## config.mk

```make
export PLATFORM = sky130hd
export DESIGN_NAME = regfile_flat
export DESIGN_NICKNAME = d
export VERILOG_FILES = /design/src/rtl/regfile_if.sv /design/src/rtl/regfile.sv /design/src/flat_wrapper.sv
export SDC_FILE = /design/constraint.sdc
export NUM_CORES = 2
export LEC_CHECK = 0
export CAP_MARGIN = 20
export CORE_MARGIN = 5
export CORE_UTILIZATION = 40
export DETAILED_ROUTE_END_ITERATION = 8
export GPL_TIMING_DRIVEN = 0
export PLACE_DENSITY = 0.6
export SYNTH_ARGS = -nofsm -noshare
export SYNTH_HDL_FRONTEND = slang
export SYNTH_SLANG_ARGS = --single-unit
export TNS_END_PERCENT = 5
```

## constraint.sdc

```tcl
create_clock -name clk -period 4.5 [get_ports clk]
set_input_delay 0.9 -clock clk [delete_from_list [all_inputs] [get_ports clk]]
set_output_delay 0.9 -clock clk [all_outputs]
set_load 0.01 [all_outputs]
```

## src/rtl/regfile_if.sv

```systemverilog
// regfile_if: register-file access bus grouping the write port and both read ports.
//   master: drives we/waddr/wdata, re1/raddr1, re2/raddr2; receives rdata1/rdata2
//   slave : the register file, which returns rdata1/rdata2
interface regfile_if;
    logic        we;
    logic [4:0]  waddr;
    logic [31:0] wdata;
    logic        re1;
    logic [4:0]  raddr1;
    logic [31:0] rdata1;
    logic        re2;
    logic [4:0]  raddr2;
    logic [31:0] rdata2;
    modport master (output we, waddr, wdata, re1, raddr1, re2, raddr2, input rdata1, rdata2);
    modport slave  (input we, waddr, wdata, re1, raddr1, re2, raddr2, output rdata1, rdata2);
endinterface

```

## src/rtl/regfile.sv

```systemverilog
// regfile: 32x32 general register file, one write port, two combinational read ports.
//   clk : rising-edge clock
//   rst : asynchronous active-low reset, clears r1-r31 and zeroes both read ports
//   bus : regfile_if.slave (we/waddr/wdata write, re1/raddr1/rdata1 and re2/raddr2/rdata2 reads)
// Optional feature: define REGFILE_BYPASS_EN to forward same-cycle write data to the
// read ports; otherwise a same-cycle read returns the pre-write value.
module regfile (
    input  logic      clk,
    input  logic      rst,
    regfile_if.slave  bus
);
    // r0 is hardwired to zero, so only r1-r31 are stored
    logic [31:0] regs_q [1:31];
    logic        byp1;
    logic        byp2;

    always_ff @(posedge clk or negedge rst) begin
        if (!rst) begin
            for (int i = 1; i < 32; i++) regs_q[i] <= '0;
        end else if (bus.we && bus.waddr != 5'd0) begin
            regs_q[bus.waddr] <= bus.wdata;
        end
    end

`ifdef REGFILE_BYPASS_EN
    // waddr != 0 is implied: a read of r0 is zeroed before the bypass is considered
    assign byp1 = bus.we && bus.waddr == bus.raddr1;
    assign byp2 = bus.we && bus.waddr == bus.raddr2;
`else
    assign byp1 = 1'b0;
    assign byp2 = 1'b0;
`endif

    assign bus.rdata1 = (!rst || !bus.re1 || bus.raddr1 == 5'd0) ? '0 :
                        byp1 ? bus.wdata : regs_q[bus.raddr1];
    assign bus.rdata2 = (!rst || !bus.re2 || bus.raddr2 == 5'd0) ? '0 :
                        byp2 ? bus.wdata : regs_q[bus.raddr2];
endmodule

```

## src/flat_wrapper.sv

```systemverilog
// flat-port wrapper written by rule: the top's interface ports become plain ports
module regfile_flat 
  (clk, rst, bus_we, bus_waddr, bus_wdata, bus_re1, bus_raddr1, bus_re2, bus_raddr2, bus_rdata1, bus_rdata2);
  regfile_if bus_i ();
  input  logic clk;
  input  logic rst;
  input wire logic [$bits(bus_i.we)-1:0] bus_we;
  input wire logic [$bits(bus_i.waddr)-1:0] bus_waddr;
  input wire logic [$bits(bus_i.wdata)-1:0] bus_wdata;
  input wire logic [$bits(bus_i.re1)-1:0] bus_re1;
  input wire logic [$bits(bus_i.raddr1)-1:0] bus_raddr1;
  input wire logic [$bits(bus_i.re2)-1:0] bus_re2;
  input wire logic [$bits(bus_i.raddr2)-1:0] bus_raddr2;
  output wire logic [$bits(bus_i.rdata1)-1:0] bus_rdata1;
  output wire logic [$bits(bus_i.rdata2)-1:0] bus_rdata2;
  assign bus_i.we = bus_we;
  assign bus_i.waddr = bus_waddr;
  assign bus_i.wdata = bus_wdata;
  assign bus_i.re1 = bus_re1;
  assign bus_i.raddr1 = bus_raddr1;
  assign bus_i.re2 = bus_re2;
  assign bus_i.raddr2 = bus_raddr2;
  assign bus_rdata1 = bus_i.rdata1;
  assign bus_rdata2 = bus_i.rdata2;
  regfile u_core (.clk(clk), .rst(rst), .bus(bus_i));
endmodule
```

==> impl_results.md <==
- Yosys warns: 0
- Post-DP Area: about 57000 µm²
- Post-Synthesis Cells: approximately 3700
- Most common cell after layout, fill and taps aside: dfrtp_1
- Fin area: 62400 µm²
- Final setup vio count: 37
- # hold bufs at CTS: 0
- Synthesis-to-layout area growth: 16.85%
- Routed via count: approximately 38000
- VDD IR max: 0.0002873 V
- Largest net degree at the start of global routing: about 160
- Number of global-route vias before repair: 38170
- DR WL/cell: about 38 µm
- Die Y: ~380 µm
- Non-filler instance count after layout: 5805
- Grt met2 use: ~46%
- Crit path DAT: 3.85 ns
- Post-synthesis register bit count: ~990
- Met3 usage in global routing: 10.70%
- Clock Sinks: 992
- Fin util: between 40% and 50%
- Crit path max fanout: 10
- Pre-CTS setup slack: -1.828 ns
- Synth unique cells: 38
- # IOs: about 120
- Syn Nets: about 3700
- CP startpoint kind: input pin
- Status: finished with violations
- # fillers: roughly 12000
- Routed Antenna Nets: 0
- Initial antenna violation count: 16
- WL final: approximately 220 mm
- Worst setup EP type: output pin
- Clock transition at path regs: around 0.06 ns
- Sequential cell area fraction in the yosys report: between 40% and 50%
- Die area: between 100000 and 150000 µm²
- Syn Std Cell Area: around 53000 µm²
- Setup TNS: -3.042 ns
- Drt pass-1 iters: 7
- Final total power: 27.48 mW
- Inserted Clock Buffers: 108
- Deepest clock path buffer count: 3
- Static leakage: 27.48 nW
- Total grt overflow: 0
- Vias per cell: approximately 6.6
- Global Route Usage Sum: 31.08%
- Most frequent cells in the layout: dfrtp_1 (992), mux2_1 (628), mux2_2 (473), mux4_2 (353), mux2i_1 (320)
- Max FFs per register: slightly below 1000
- Initial DRC count: 4864
- Normalized max-slew margin: around 16%
- Fraction of layout cells with a size suffix above 1: between 30 and 40%
- Global placement routability congestion: between 0.9 and 1
- Period utilization: 105.6%
- # port buffers: 106
- NumNets Final: between 3000 and 4000
- Top Registers: u_core.regs_q: 992 flops
- Max cap viols: 0
- Starting Density: 40.12%
- Dominant cell type by area after synthesis: dfrtp_1
- Yosys top cell area share: a little under half
- Placed Cells: about 5600
- H-tree depth: 3
- Hold Path Class: in2async
- Setup CP Type: in2out
- Core Box Area: roughly 130000 µm²
- Power Density: 440.4 nW/µm²
- Largest register by flop count: u_core.regs_q
- Clock root buffer: clkbuf_16
- WP data required: roughly 3.6 ns
- Dpl hpwl: approximately 150 mm
- Worst Tran Pin Value: about 1.3 ns
- Fmax: around 210 MHz
- Failing checks: negative setup slack
- Rows: between 100 and 150
- Global routing's busiest layer: met2
- Fin. max-slew vios: 0
- Drt drc: 0
- Top post-synthesis cells by area: dfrtp_1 (46%), mux4_2 (15%), mux2_1 (13%)
- Clock Latency Late Sink: 0.74 ns
- Clock Skews: 0 ns
- Overall die width: approximately 380 µm
- CTS tree: yes
- Met1 Resource Use GR: between 40% and 50%
- Final min period: roughly 4.8 ns
- Final hold slack: ~0.11 ns
- Final hold violations: 0
- First-pass GRT wire length: just over 300 mm
- RSZ-0062 raised after global routing: true
- Final setup margin: -0.2533 ns
- Avg Inst Size Synth: roughly 14 µm²
## metal layers
layer  part of all wire (%)  up-vias
met1                     39    20460
met2                     43     2473
met3                     12      637
met4                    6.4       14
li1                       -    14680
met5                  0.071        -
## timing repair
item,4_1_cts,5_1_grt
cloned,3,0
pin swaps,12,6
setup buffers,0,0
endpoints found under the setup margin,64,58
resized for setup,270,53
## power by group
| part | switching, mW | internal, mW | leakage, nW |
|---|---|---|---|
| Clock | 4.03 | 5.72 | 1.92 |
| Sequential | 1.32 | 10.7 | 12.7 |
| Combinational | 2.64 | 3.11 | 12.9 |
| Total | 7.99 | 19.5 | 27.5 |
## layout make-up
cell class              instances  area (µm²)  area share, %
multi-input cells            2296       27150          43.51
flip-flops and latches        992       24820          39.78
clock buffers                 155        3263          5.229
plain buffers                 392        2510          4.022
well taps                    1768        2212          3.545
repair buffers                148        1844          2.955
clock inverters                48       581.8         0.9324
diodes                          5       12.51        0.02005
inverters                       1       3.754       0.006015
## cell families (layout without fill, tap and decap cells)
logic type,after synthesis,after routing,synth area share [%]
AOI/OAI and AO/OA,272,272,3.521
DFF,992,992,46.48
muxes,1776,1776,44.14
buffers and inverters,395,744,3.578
other,0,5,0
and+or+nand+nor,248,248,2.277
## worst max-delay path, cell delays in order
cell             delay [ns]
buf_6                  0.17
buf_6                  0.25
buf_4                  0.28
buf_4                  0.29
buf_4                  0.42
mux2i_1                0.16
o22ai_1                0.17
nor3_1                 0.09
nor4_2                 0.44
clkdlybuf4s50_1        0.66
## synthesized netlist by cell type
master / instances
a221oi_1: 15
or4_1: 1
a222oi_1: 15
nor3_1: 67
nor2b_1: 8
dfrtp_1: 992
mux2_1: 628
and2_1: 2
a22oi_1: 2
mux4_2: 353
a21oi_1: 29
buf_1: 45
inv_1: 1
nor4_1: 32
nand2_1: 34
buf_2: 132
clkbuf_1: 157
a22o_1: 48
mux2i_1: 322
nor3b_1: 1
nand4b_1: 3
nor3b_2: 2
nor2_1: 79
o21ai_1: 11
nor3_2: 1
nand4_1: 1
nand3_1: 3
a211oi_1: 17
or3_1: 2
nor4_2: 1
buf_4: 50
mux2_2: 473
o21ai_0: 7
buf_6: 10
or2_2: 2
nand2b_1: 8
nor2b_2: 1
o22ai_1: 128
## path summary, 6_finish.rpt
check | end | depth (start not counted) | start | slack, ns
worst max-delay path | bus_rdata2[4] | 10 | bus_raddr2[0] | -0.25
worst min-delay path | u_core.regs_q[579] | 1 | rst | 0.11
worst max register to register | u_core.regs_q[849] | 1 | u_core.regs_q[849] | 3.65
worst min register to register | u_core.regs_q[563] | 1 | u_core.regs_q[563] | 0.50
max in group asynchronous | u_core.regs_q[494] | 4 | rst | 2.53
min in group clk | u_core.regs_q[563] | 1 | u_core.regs_q[563] | 0.50
Note: power is estimated with default switching activity, not from simulation.
